**config.mk**
```make
export PLATFORM = sky130hd
export DESIGN_NAME = store_buffer_flat
export DESIGN_NICKNAME = d
export VERILOG_FILES = /design/src/rtl/store_buffer_pkg.sv /design/src/rtl/store_buffer_if.sv /design/src/rtl/stb_overlap.sv /design/src/rtl/store_buffer.sv /design/src/flat_wrapper.sv
export SDC_FILE = /design/constraint.sdc
export NUM_CORES = 1
export LEC_CHECK = 0
export BUFFER_PORTS_ARGS = -buffer_cell sky130_fd_sc_hd__buf_4
export CORE_ASPECT_RATIO = 1.25
export CORE_UTILIZATION = 40
export CTS_BUF_LIST = sky130_fd_sc_hd__clkbuf_4
export DETAILED_ROUTE_END_ITERATION = 10
export HOLD_SLACK_MARGIN = 0.12
export PLACE_DENSITY = 0.55
export SYNTH_ARGS = -nofsm -noshare
export SYNTH_HDL_FRONTEND = slang
export SYNTH_SLANG_ARGS = --single-unit
```
**constraint.sdc**
```tcl
create_clock -name clk -period 12.5 [get_ports clk]
set_input_delay 1.25 -clock clk [delete_from_list [all_inputs] [get_ports clk]]
set_output_delay 1.25 -clock clk [all_outputs]
set_load 0.02 [all_outputs]
```
**src/rtl/store_buffer_pkg.sv**
```systemverilog
// Shared definitions for the store buffer: DMType codes, entry field widths,
// the buffered-store entry struct and the access-size decode.
package store_buffer_pkg;
  localparam int ADDR_W = 32;
  localparam int DATA_W = 32;
  localparam int TYPE_W = 3;

  localparam logic [TYPE_W-1:0] DM_B  = 3'b000;
  localparam logic [TYPE_W-1:0] DM_H  = 3'b001;
  localparam logic [TYPE_W-1:0] DM_W  = 3'b010;
  localparam logic [TYPE_W-1:0] DM_BU = 3'b100;
  localparam logic [TYPE_W-1:0] DM_HU = 3'b101;

  typedef struct packed {
    logic [ADDR_W-1:0] addr;
    logic [DATA_W-1:0] data;
    logic [TYPE_W-1:0] dtype;
  } stb_entry_t;

  // Access size in bytes; only type[1:0] matters, 10 and 11 are both words.
  function automatic logic [2:0] dm_size(input logic [TYPE_W-1:0] t);
    case (t[1:0])
      2'b00:   return 3'd1;
      2'b01:   return 3'd2;
      default: return 3'd4;
    endcase
  endfunction
endpackage

```
**src/rtl/store_buffer_if.sv**
```systemverilog
// Bus bundle between the MEM stage / dm and the store buffer.
//   st_*    : store enqueue handshake
//   ld_*    : load conflict check and (optional) forwarding result
//   dm_*    : write port towards data memory
//   fence_* : drain request / buffer-empty indication
// master = pipeline side, slave = store buffer.
interface store_buffer_if;
  import store_buffer_pkg::*;

  logic              st_valid;
  logic              st_ready;
  logic [ADDR_W-1:0] st_addr;
  logic [DATA_W-1:0] st_data;
  logic [TYPE_W-1:0] st_type;

  logic              ld_valid;
  logic [ADDR_W-1:0] ld_addr;
  logic [TYPE_W-1:0] ld_type;
  logic              ld_stall;
  logic              ld_fwd_hit;
  logic [DATA_W-1:0] ld_fwd_data;

  logic              dm_MemWrite;
  logic [TYPE_W-1:0] dm_DMType;
  logic [ADDR_W-1:0] dm_Address;
  logic [DATA_W-1:0] dm_Write_data;

  logic              fence_req;
  logic              fence_done;

  modport master (
    output st_valid, st_addr, st_data, st_type,
    output ld_valid, ld_addr, ld_type, fence_req,
    input  st_ready, ld_stall, ld_fwd_hit, ld_fwd_data,
    input  dm_MemWrite, dm_DMType, dm_Address, dm_Write_data, fence_done
  );

  modport slave (
    input  st_valid, st_addr, st_data, st_type,
    input  ld_valid, ld_addr, ld_type, fence_req,
    output st_ready, ld_stall, ld_fwd_hit, ld_fwd_data,
    output dm_MemWrite, dm_DMType, dm_Address, dm_Write_data, fence_done
  );
endinterface

```
**src/rtl/stb_overlap.sv**
```systemverilog
// Byte-range intersection of one buffered store against the current load.
//   vld    : entry holds a pending store
//   e_addr : entry byte address    e_type : entry DMType
//   l_addr : load byte address     l_size : load size in bytes
//   hit    : entry valid and the two byte ranges share at least one byte
// Range ends are formed at ADDR_W+1 bits so an access near 2^32 does not
// wrap around and falsely match low addresses.
module stb_overlap
  import store_buffer_pkg::*;
(
  input  logic              vld,
  input  logic [ADDR_W-1:0] e_addr,
  input  logic [TYPE_W-1:0] e_type,
  input  logic [ADDR_W-1:0] l_addr,
  input  logic [2:0]        l_size,
  output logic              hit
);
  logic [ADDR_W:0] e_lo, e_hi, l_lo, l_hi;

  assign e_lo = {1'b0, e_addr};
  assign l_lo = {1'b0, l_addr};
  assign e_hi = e_lo + {{(ADDR_W-2){1'b0}}, dm_size(e_type)} - 1'b1;
  assign l_hi = l_lo + {{(ADDR_W-2){1'b0}}, l_size} - 1'b1;

  assign hit = vld && (e_lo <= l_hi) && (l_lo <= e_hi);
endmodule

```
**src/rtl/store_buffer.sv**
```systemverilog
// FIFO write buffer between the MEM-stage store path and data memory.
// Stores enqueue without stalling; the head retires to dm one per cycle
// whenever the dm port is not used by a load (or the load is stalled).
// Loads overlapping any pending store stall until that store drains.
// Build option STB_FWD_EN: a load matching the youngest overlapping store
// exactly (address and size) is forwarded from the buffer instead.
//   clk, rstn : clock, asynchronous active-low reset
//   bus       : store_buffer_if.slave (st_*, ld_*, dm_*, fence_*)
//   DEPTH     : number of entries, power of 2, >= 2
module store_buffer
  import store_buffer_pkg::*;
#(
  parameter int DEPTH = 4
) (
  input logic           clk,
  input logic           rstn,
  store_buffer_if.slave bus
);
  localparam int IW = $clog2(DEPTH);

  stb_entry_t [DEPTH-1:0] ent;
  logic [DEPTH-1:0]       vld;
  logic [DEPTH-1:0]       hit;
  // Extra MSB distinguishes full from empty when the indices are equal.
  logic [IW:0]            wr_ptr, rd_ptr;
  logic [IW-1:0]          wr_idx, rd_idx;
  logic                   empty, full, push, pop, conflict, stall;
  logic [2:0]             ld_size;
  logic                   unused_in;

  assign wr_idx = wr_ptr[IW-1:0];
  assign rd_idx = rd_ptr[IW-1:0];
  assign empty  = (wr_ptr == rd_ptr);
  assign full   = (wr_ptr[IW] != rd_ptr[IW]) && (wr_idx == rd_idx);

  // No push-through when full: a same-cycle pop does not free a slot early.
  assign push = bus.st_valid && !full;
  // The load owns the dm port unless it is stalled, so draining under a
  // stall is what guarantees the stall eventually clears.
  assign pop  = !empty && (!bus.ld_valid || stall);

  always_ff @(posedge clk or negedge rstn) begin
    if (!rstn) begin
      wr_ptr <= '0;
      rd_ptr <= '0;
      vld    <= '0;
    end else begin
      if (push) begin
        vld[wr_idx] <= 1'b1;
        wr_ptr      <= wr_ptr + 1'b1;
      end
      if (pop) begin
        vld[rd_idx] <= 1'b0;
        rd_ptr      <= rd_ptr + 1'b1;
      end
    end
  end

  // Payload needs no reset; the valid bits and pointers qualify it.
  always_ff @(posedge clk) begin
    if (push) ent[wr_idx] <= '{addr: bus.st_addr, data: bus.st_data, dtype: bus.st_type};
  end

  assign ld_size = dm_size(bus.ld_type);

  for (genvar i = 0; i < DEPTH; i++) begin : g_ovl
    stb_overlap u_ovl (
      .vld    (vld[i]),
      .e_addr (ent[i].addr),
      .e_type (ent[i].dtype),
      .l_addr (bus.ld_addr),
      .l_size (ld_size),
      .hit    (hit[i])
    );
  end

  assign conflict = bus.ld_valid && (|hit);

`ifdef STB_FWD_EN
  logic [IW-1:0]     yng;
  logic [IW-1:0]     slot;
  logic              fwd_ok;
  logic [DATA_W-1:0] yd;

  // Walk oldest to youngest; the last overlapping slot seen wins.
  always_comb begin
    yng  = rd_idx;
    slot = rd_idx;
    for (int k = 0; k < DEPTH; k++) begin
      slot = rd_idx + IW'(k);
      if (hit[slot]) yng = slot;
    end
  end

  assign yd     = ent[yng].data;
  assign fwd_ok = (ent[yng].addr == bus.ld_addr) && (dm_size(ent[yng].dtype) == ld_size);
  assign stall  = conflict && !fwd_ok;

  assign bus.ld_fwd_hit = conflict && fwd_ok;

  always_comb begin
    bus.ld_fwd_data = '0;
    if (bus.ld_fwd_hit) begin
      case (bus.ld_type)
        DM_B:    bus.ld_fwd_data = {{(DATA_W-8){yd[7]}}, yd[7:0]};
        DM_H:    bus.ld_fwd_data = {{(DATA_W-16){yd[15]}}, yd[15:0]};
        DM_BU:   bus.ld_fwd_data = {{(DATA_W-8){1'b0}}, yd[7:0]};
        DM_HU:   bus.ld_fwd_data = {{(DATA_W-16){1'b0}}, yd[15:0]};
        DM_W:    bus.ld_fwd_data = yd;
        default: bus.ld_fwd_data = yd;
      endcase
    end
  end
`else
  assign stall           = conflict;
  assign bus.ld_fwd_hit  = 1'b0;
  assign bus.ld_fwd_data = '0;
`endif

  assign bus.st_ready      = !full;
  assign bus.ld_stall      = stall;
  assign bus.dm_MemWrite   = pop;
  assign bus.dm_DMType     = empty ? '0 : ent[rd_idx].dtype;
  assign bus.dm_Address    = empty ? '0 : ent[rd_idx].addr;
  assign bus.dm_Write_data = empty ? '0 : ent[rd_idx].data;
  // A fence is just "wait until empty"; the request itself needs no state.
  assign bus.fence_done    = empty;

  assign unused_in = ^{bus.fence_req, bus.ld_type[2]};
endmodule

```
**src/flat_wrapper.sv**
```systemverilog
// flat-port wrapper written by rule: the top's interface ports become plain ports
module store_buffer_flat import store_buffer_pkg::*;
#(
  parameter int DEPTH = 4
)
  (clk, rstn, bus_st_valid, bus_st_addr, bus_st_data, bus_st_type, bus_ld_valid, bus_ld_addr, bus_ld_type, bus_fence_req, bus_st_ready, bus_ld_stall, bus_ld_fwd_hit, bus_ld_fwd_data, bus_dm_MemWrite, bus_dm_DMType, bus_dm_Address, bus_dm_Write_data, bus_fence_done);
  store_buffer_if bus_i ();
  input logic clk;
  input logic rstn;
  input wire logic [$bits(bus_i.st_valid)-1:0] bus_st_valid;
  input wire logic [$bits(bus_i.st_addr)-1:0] bus_st_addr;
  input wire logic [$bits(bus_i.st_data)-1:0] bus_st_data;
  input wire logic [$bits(bus_i.st_type)-1:0] bus_st_type;
  input wire logic [$bits(bus_i.ld_valid)-1:0] bus_ld_valid;
  input wire logic [$bits(bus_i.ld_addr)-1:0] bus_ld_addr;
  input wire logic [$bits(bus_i.ld_type)-1:0] bus_ld_type;
  input wire logic [$bits(bus_i.fence_req)-1:0] bus_fence_req;
  output wire logic [$bits(bus_i.st_ready)-1:0] bus_st_ready;
  output wire logic [$bits(bus_i.ld_stall)-1:0] bus_ld_stall;
  output wire logic [$bits(bus_i.ld_fwd_hit)-1:0] bus_ld_fwd_hit;
  output wire logic [$bits(bus_i.ld_fwd_data)-1:0] bus_ld_fwd_data;
  output wire logic [$bits(bus_i.dm_MemWrite)-1:0] bus_dm_MemWrite;
  output wire logic [$bits(bus_i.dm_DMType)-1:0] bus_dm_DMType;
  output wire logic [$bits(bus_i.dm_Address)-1:0] bus_dm_Address;
  output wire logic [$bits(bus_i.dm_Write_data)-1:0] bus_dm_Write_data;
  output wire logic [$bits(bus_i.fence_done)-1:0] bus_fence_done;
  assign bus_i.st_valid = bus_st_valid;
  assign bus_i.st_addr = bus_st_addr;
  assign bus_i.st_data = bus_st_data;
  assign bus_i.st_type = bus_st_type;
  assign bus_i.ld_valid = bus_ld_valid;
  assign bus_i.ld_addr = bus_ld_addr;
  assign bus_i.ld_type = bus_ld_type;
  assign bus_i.fence_req = bus_fence_req;
  assign bus_st_ready = bus_i.st_ready;
  assign bus_ld_stall = bus_i.ld_stall;
  assign bus_ld_fwd_hit = bus_i.ld_fwd_hit;
  assign bus_ld_fwd_data = bus_i.ld_fwd_data;
  assign bus_dm_MemWrite = bus_i.dm_MemWrite;
  assign bus_dm_DMType = bus_i.dm_DMType;
  assign bus_dm_Address = bus_i.dm_Address;
  assign bus_dm_Write_data = bus_i.dm_Write_data;
  assign bus_fence_done = bus_i.fence_done;
  store_buffer #(.DEPTH(DEPTH)) u_core (.clk(clk), .rstn(rstn), .bus(bus_i));
endmodule
```
After elaboration in Yosys (flattened, before gate mapping)
Index checks and enable logic that the tools add are counted.
- flip-flop bits (word level): 278
- input bits: 107
- output and inout port bits: 104
- logic and storage cells: 93
- add/sub/neg operators: 12
- order comparisons: 12
- eq/ne operators: 8
- mux-type cells: 19
- bitwise operators: 3
- reductions and logical operators: 24
- operators by type and width (kind ; count):
    bitwise mux 268 bit ; 1
    <= comparator 32 x 33 -> 1 bit ; 8
    adder 32 x 3 -> 33 bit ; 5
    subtractor 33 x 1 -> 33 bit (second input constant) ; 5
    binary-select mux 67 bit (select 2 bit) ; 1
    demux 67 bit (select 2 bit) ; 1
    2-to-1 mux 67 bit ; 2
    2-to-1 mux 32 bit ; 2
    case mux 3 bit (2 select lines) ; 5
    logical AND 1 bit ; 14
    equality test 2 x 1 -> 1 bit (second input constant) ; 5
    logical NOT 2 bit ; 5
    2-to-1 mux 4 bit ; 2
    adder 3 x 1 -> 3 bit (second input constant) ; 2
    < comparator 2 x 3 -> 1 bit (second input constant) ; 2
    bitwise AND 4 bit ; 1
    demux 1 bit (select 2 bit) ; 2
    greater-or-equal comparator 2 x 1 -> 1 bit (second input constant) ; 2
    inverter 4 bit ; 1
    OR 4 bit ; 1
    OR reduction 4 bit ; 1
    equality test 3 bit ; 1
    logical NOT 1 bit ; 3
    2-to-1 mux 3 bit ; 1
    4 further kinds ; 5

Longest topological paths before layout
- depth in word-level cells: 12
- depth in mapped cells: 30
- mapped depth without buffers: 30

Modules after synthesis
Synthesis repeated with hierarchy kept, for this count alone.
- cell total of the unflattened synthesis: 3264
- area, all modules: 30728.2 µm²
- by module, submodules not included (module ; times used ; cells an instance ; area an instance (µm²) ; seq. area each (µm²)):
    store_buffer ; 1 ; 519 ; 11071.9 ; 8298.0
    stb_overlap at u_core.g_ovl[3].u_ovl ; 1 ; 702 ; 5082.4 ; 0.0
    stb_overlap at u_core.g_ovl[1].u_ovl ; 1 ; 701 ; 4917.2 ; 0.0
    stb_overlap at u_core.g_ovl[0].u_ovl ; 1 ; 682 ; 4840.9 ; 0.0
    stb_overlap at u_core.g_ovl[2].u_ovl ; 1 ; 660 ; 4815.9 ; 0.0

Least setup slack after synthesis
OpenSTA, ideal clock, no wires.
- path kind: input to output
- start point: input bus_ld_type[1]
- end point: output bus_dm_MemWrite
- arrival: 5.912 ns
- required time: 11.250 ns
- path slack: 5.338 ns
- stages on the path: 28
- path buffers: 0
- cell sequence: inv_1 -> nand2_1 -> ha_1 -> inv_1 -> ha_1 -> fa_1 -> a21oi_1 -> o22ai_1 -> o21a_1 -> o211ai_1 -> a41oi_1 -> a31oi_1 -> nor2_1 -> a31o_1 -> nor3_1 -> o31ai_1 -> a21oi_1 -> xor2_1 -> ha_1 -> nand3_1 -> nor2_1 -> nand2_1 -> o21ai_0 -> maj3_1 -> nor2_1 -> o21ai_1 -> a221oi_4 -> a31oi_4
- cells in the longest elaborated chain, start to end: 11
- elaborated cells between the ends (all ways): 21
- classes of those cells: 2 x add/sub; 4 x order compare; 1 x eq/ne; 1 x mux; 13 x reduce/logical
- ends and longest elaborated chain (item ; RTL line ; text):
    start, declared ; flat_wrapper.sv:16 ; input wire logic [$bits(bus_i.ld_type)-1:0] bus_ld_type;
    equality test 2 x 1 -> 1 bit or logical NOT 2 bit (tied branches) ; store_buffer_pkg.sv:22 ; case (t[1:0])
    case mux 3 bit (2 select lines) * ; store_buffer_pkg.sv:22 ;
    adder 32 x 3 -> 33 bit * ; stb_overlap.sv:23 ; assign l_hi = l_lo + {{(ADDR_W-2){1'b0}}, l_size} - 1'b1;
    subtractor 33 x 1 -> 33 bit * ; stb_overlap.sv:23 ;
    <= comparator 32 x 33 -> 1 bit ; stb_overlap.sv:25 ; assign hit = vld && (e_lo <= l_hi) && (l_lo <= e_hi);
    logical AND 1 bit (2 in series) ; stb_overlap.sv:25 ;
    OR reduction 4 bit * ; store_buffer.sv:77 ; assign conflict = bus.ld_valid && (|hit);
    logical AND 1 bit * ; store_buffer.sv:77 ;
    logical OR 1 bit * ; store_buffer.sv:40 ; assign pop = !empty && (!bus.ld_valid || stall);
    logical AND 1 bit * ; store_buffer.sv:40 ;
    end, declared ; flat_wrapper.sv:22 ; output wire logic [$bits(bus_i.dm_MemWrite)-1:0] bus_dm_MemWrite;
Mark *: on every way between the ends. The rest lies on a longest branch, timed or not.

Final worst setup path
- start point: register u_core.ent[135] in the netlist's numbering
- end point: output bus_dm_MemWrite
- cells in the longest elaborated chain, start to end: 10
- elaborated cells between the ends (all ways): 11
- classes of those cells: 2 x add/sub; 1 x order compare; 1 x eq/ne; 1 x mux; 6 x reduce/logical
- ends and longest elaborated chain (item ; RTL line ; text):
    start, declared ; store_buffer.sv:21 ; stb_entry_t [DEPTH-1:0] ent;
    start signal, assigned by index ; store_buffer.sv:61 ; if (push) ent[wr_idx] <= '{addr: bus.st_addr, data: bus.st_data, dtype: bus.st_type};
    equality test 2 x 1 -> 1 bit or logical NOT 2 bit (tied branches) ; store_buffer_pkg.sv:22 ;
    case mux 3 bit (2 select lines) * ; store_buffer_pkg.sv:22 ;
    adder 32 x 3 -> 33 bit * ; stb_overlap.sv:22 ; assign e_hi = e_lo + {{(ADDR_W-2){1'b0}}, dm_size(e_type)} - 1'b1;
    subtractor 33 x 1 -> 33 bit * ; stb_overlap.sv:22 ;
    <= comparator 32 x 33 -> 1 bit * ; stb_overlap.sv:25 ;
    logical AND 1 bit * ; stb_overlap.sv:25 ;
    OR reduction 4 bit * ; store_buffer.sv:77 ;
    logical AND 1 bit * ; store_buffer.sv:77 ;
    logical OR 1 bit * ; store_buffer.sv:40 ;
    logical AND 1 bit * ; store_buffer.sv:40 ;
Marks and branches as above.

==> out/metrics.sh <==
FLOORPLAN.CORE_AREA_UM2=60800
DIE_WIDTH_UM=224
CRITICAL_PATH.ENDPOINT='bus_dm_MemWrite'
TIMING.FINAL.CRIT_PERIOD_NS=9.40
TIMING.FINAL.CRIT_SHARE_PCT=75.2
TNS_NS=0
POST_SYNTHESIS_ASYNC_SET_OR_RESET_FLOP_SHARE_PCT=3.60
FLOORPLAN.IO_PINS=211
POST_SYNTHESIS_SIMPLE_GATE_AREA_FRACTION_PCT=10.9
YOSYSSEQAREASHARE_PCT=33.7
COMPOUND_CELL_AREA_SHARE_OF_THE_YOSYS_NETLIST_PCT=16.1
CRITICAL_PATH_ARRIVAL_NS=8.15
FINALNETCOUNT=3152
SYNTH_WARNINGS=0
PLACE.DETAILED.HPWL_UM=62900
CLOCK_SKEW_NS=0.0501
AREA_DELTA_SYNTH_FINAL_PCT=12.9
SYNTH_AREA_PER_CELL_UM2=10.4
GRT_START_MAX_NET_PINS=70
WORSTPATHMAXFANOUT=8
PLACE.PORT_BUFFERS=175
FINALSETUPVIOLATIONS=0
GP_ROUTABILITY_CONGESTION=0.946
TIMING.REG2REG.SETUP_SLACK_NS=5.03
CP.REQUIRED_NS=11.25
POWER_PER_CELL_AREA_nW_PER_UM2=225
NUMBER_OF_VIOLATIONS_OF_THE_MAX_CAPACITANCE_LIMIT=0
OVERALL_GLOBAL_ROUTING_RESOURCE_USAGE_PCT=25.2
SYNTH_TOP_FLOP_CELL='sky130_fd_sc_hd__edfxtp_1'
DIE_BOUNDARY_HEIGHT_UM=279
LAYOUT-DRIVE-GT1-SHARE_PCT=14.7
SLEW_HEADROOM_PCT=13.1
GRT_PASS1_WL_UM=117000
HOLD_VIOL=0
NUMBER_OF_GLOBAL_ROUTE_VIAS_BEFORE_REPAIR=19419
NETLIST_INSTANCES=2377
PATH_DEPTH=24
OUTCOME='finished clean'
WL_PER_CELL_UM=22.6
DRCVIOLATIONCOUNT=0
CRITICAL_PATH.N_BUFFERS_INVERTERS=3
POSTCTSHOLDBUFS=0
H-TREE-DEPTH=3
SYNTH-XOR-AREA-SHARE_PCT=5.36
POST_SYNTH_MUX_AREA_SHARE_PCT=6.21
VDD.IR_DROP.WORST_mV=0.137
CORE_ROWS=101
CTS_MADE_BUFFERS=73
CP_SLOWEST_STAGE_DELAY_NS=0.90
FLOORPLAN.INITIALDENSITY_PCT=40.5
HOLD_PATH.CLASS='input pin to async pin'
CRITICAL-PATH-SLOWEST-CELL='sky130_fd_sc_hd__a221oi_1'
CTS.ROOT.BUFFER_CELL='sky130_fd_sc_hd__clkbuf_4'
CTS_NUM_SINKS=278
CTSRESIZECOUNT=0
SYNTH_ENABLE_FLOP_CELLS=268
WL_UM=79000
DRT.ANTENNA.VIOLATING_NETS=0
PNR_TOTAL_POWER_W=0.00625
SYNTH.LIB_CELLS_USED.DISTINCT=82
SYNTH_TOP_FAMILY_BY_AREA='adder cells'
WORST_PIN_SLEW_NS=1.29
FINALHOLDWORSTSLACK_NS=0.246
END_KIND='primary output'
POSTSYNTHREGISTERBITS=278
RSZ0062_AT_GRT='no'
WORST_SKEW_PAIR.LATE_LATENCY_NS=0.85
ANTENNA_VIOLATIONS_BEFORE_REPAIR=2
MAX_CLOCK_FREQ_MHz=106
VIASPERCELL=5.55
TRITONCTS='yes'
WORST-SETUP-PATH-TYPE='flip-flop to primary output'
CLKTRANSATPATHREGS_NS=0.06
POWER_LEAKAGE_nW=12.3
LAYOUT.FILLER_CELLS=5865
WORST_SETUP_PATH_STARTPOINT='u_core.ent[135]'
DRT-PASS1-ITER-COUNT=5
TIMING.RR.START='u_core.ent[135]'
REPORT.FINAL.SLEW_VIOL_COUNT=0
VIA_COUNT=19394
GLOBAL_ROUTE.OVERFLOW_TOTAL=0
DIE_AREA_UM2=62600
REG2REGPATHDEPTH=25
DRT_ITER0_MARKERS=1041
SYN-CELL-AREA_UM2=24600
WORST_SETUP_PATH_START_KIND='flip-flop'
CRIT_PATH_CELL_TRACE='inv_1 -> nand2_1 -> ha_1 -> inv_1 -> ha_1 -> a211oi_1 -> o211ai_1 -> a221oi_1 -> o22ai_1 -> a21o_1 -> a41o_1 -> a21oi_1 -> o21ai_1 -> xnor2_1 -> ha_1 -> nand4_1 -> nor4_1 -> a21oi_1 -> o221ai_1 -> and3_1 -> mux2i_1 -> a221oi_4 -> a31oi_4 -> buf_4'
CTS_POST_SETUP_BUFFERS_INSERTED=0
CRITPATHTOPFAMILY='compound AO/OA/AOI/OAI gates'
SYNTH_FA_HA_AREA_SHARE_PCT=22.3
CRITICAL_PATH.MOST_COMMON_CELL='sky130_fd_sc_hd__ha_1'
CTS_BUFFER_DEPTH=3
CRITICAL_PATH.REG2REG.ENDPOINT='u_core.rd_ptr[2]'
## Yosys cell counts, types with 34 or more instances
library cell	number	share of area [%]
sky130_fd_sc_hd__a21o_1	87	2.7
sky130_fd_sc_hd__a21oi_1	196	4.0
sky130_fd_sc_hd__edfxtp_1	268	33
sky130_fd_sc_hd__ha_1	430	22
sky130_fd_sc_hd__inv_1	257	3.9
sky130_fd_sc_hd__mux4_2	67	6.1
sky130_fd_sc_hd__nand2_1	102	1.6
sky130_fd_sc_hd__nand3_1	44	0.89
sky130_fd_sc_hd__nand4_1	55	1.4
sky130_fd_sc_hd__nor2_1	88	1.3
sky130_fd_sc_hd__nor2b_1	92	2.3
sky130_fd_sc_hd__nor3_1	34	0.69
sky130_fd_sc_hd__o21ai_0	84	1.7
sky130_fd_sc_hd__xnor2_1	69	2.5
sky130_fd_sc_hd__xor2_1	79	2.8
## kinds of logic (layout without fill, tap and decap cells)
group	Yosys count	in the layout
AO/OA/AOI/OAI	610	610
AND/OR/NAND/NOR	515	515
adder cells (fa/ha/maj)	436	436
buffers and inverters	319	572
flip-flops	278	278
XOR/XNOR	149	149
multiplexers	69	69
other	1	40
## layer usage
layer  wire, um  vias to the layer above  track usage, %
met5          0                        -               0
met4       2620                        0            9.13
met3       3230                      103            3.90
met2      40100                      469            45.4
met1      33000                     9432            30.2
li1           -                     9390               -
## per-stage QoR
stage	cell area [um2]	cells	setup WS [ns]	utilization [%]
2_1_floorplan	24700	2409	5.34	-
3_3_place_gp	26900	3359	3.55	44.2
3_5_place_dp	26900	3359	3.59	44.2
4_1_cts	27800	3486	3.10	45.7
5_1_grt	27800	3493	2.77	45.7
6_report	27800	3493	3.10	45.7
## where the power goes
| part | switching (W) | internal [W] | total (W) |
|---|---|---|---|
| Combinational | 0.00227 | 0.00166 | 0.00394 |
| Sequential | 0.000232 | 0.00127 | 0.00150 |
| Clock | 0.000398 | 0.000412 | 0.000810 |
| Total | 0.00290 | 0.00335 | 0.00625 |
## flip-flops by register name, indices dropped and copies added (netlist names)
register	flops
u_core.vld	4
u_core.ent	268
u_core.rd_ptr	3
u_core.wr_ptr	3
## area by class of cell
class | count | area [um2] | share of cell area (%)
diodes | 7 | 17.5 | 0.0630
clock buffers | 98 | 736 | 2.65
clock inverters | 29 | 198 | 0.711
inverters | 258 | 968 | 3.48
multi-input cells | 1812 | 15100 | 54.5
flip-flops and latches | 278 | 8310 | 29.9
well taps | 824 | 1030 | 3.71
repair buffers | 187 | 1400 | 5.05
## cells in the final DEF (no fill, tap or decap), drive strengths merged, types with 6 or more instances in the layout
| master | netlist | final |
|---|---|---|
| nand2 | 103 | 103 |
| nand3 | 44 | 44 |
| xor2 | 79 | 79 |
| dfrtp | 10 | 10 |
| a211oi | 28 | 28 |
| o211ai | 16 | 16 |
| o21a | 33 | 33 |
| nor2b | 92 | 92 |
| clkbuf | 22 | 98 |
| nor2 | 88 | 88 |
| nand2b | 25 | 25 |
| inv | 258 | 262 |
| xnor2 | 69 | 69 |
| nand4 | 55 | 55 |
| a2111oi | 9 | 9 |
| a211o | 6 | 6 |
| diode | 0 | 7 |
| and2 | 8 | 8 |
| edfxtp | 268 | 268 |
| clkinv | 0 | 22 |
| nor3 | 34 | 34 |
| conb | 1 | 33 |
| a21o | 87 | 87 |
| a21oi | 196 | 196 |
| ha | 430 | 430 |
| a31oi | 17 | 17 |
| o21ai | 108 | 108 |
| buf | 39 | 187 |
| nor4 | 15 | 15 |
| o21bai | 29 | 29 |
| mux4 | 67 | 67 |
| a221oi | 8 | 8 |
| or2 | 9 | 9 |
| and3 | 19 | 19 |
| o31ai | 10 | 10 |
| a221o | 6 | 6 |
| or3 | 8 | 8 |
## how the worst min path moves through the flow
stage | slack [ns] | endpoint | start | cells after the start
2_1_floorplan | 0.46 | u_core.wr_ptr[2] | u_core.wr_ptr[2] | 1
3_3_place_gp | 0.48 | u_core.wr_ptr[2] | u_core.wr_ptr[2] | 1
3_5_place_dp | 0.49 | u_core.rd_ptr[2] | u_core.rd_ptr[2] | 1
4_1_cts | 0.16 | u_core.wr_ptr[2] | rstn | 1
5_1_grt | 0.18 | u_core.wr_ptr[2] | rstn | 1
6_report | 0.25 | u_core.wr_ptr[2] | rstn | 1
## worst register-to-register path: stages, from the launching register on
cell and delay, ns:
sky130_fd_sc_hd__edfxtp_1 0.41, sky130_fd_sc_hd__inv_1 0.10, sky130_fd_sc_hd__nand2_1 0.07, sky130_fd_sc_hd__ha_1 0.28
sky130_fd_sc_hd__inv_1 0.04, sky130_fd_sc_hd__ha_1 0.22, sky130_fd_sc_hd__a211oi_1 0.36, sky130_fd_sc_hd__o211ai_1 0.20
sky130_fd_sc_hd__a221oi_1 0.90, sky130_fd_sc_hd__o22ai_1 0.34, sky130_fd_sc_hd__a21o_1 0.31, sky130_fd_sc_hd__a41o_1 0.34
sky130_fd_sc_hd__a21oi_1 0.27, sky130_fd_sc_hd__o21ai_1 0.21, sky130_fd_sc_hd__xnor2_1 0.40, sky130_fd_sc_hd__ha_1 0.20
sky130_fd_sc_hd__nand4_1 0.15, sky130_fd_sc_hd__nor4_1 0.72, sky130_fd_sc_hd__a21oi_1 0.21, sky130_fd_sc_hd__o221ai_1 0.31
sky130_fd_sc_hd__and3_1 0.19, sky130_fd_sc_hd__mux2i_1 0.19, sky130_fd_sc_hd__a221oi_4 0.45, sky130_fd_sc_hd__a31oi_4 0.21
sky130_fd_sc_hd__nand2_2 0.16, sky130_fd_sc_hd__xnor2_1 0.12
(Power assumes the default switching activity.)
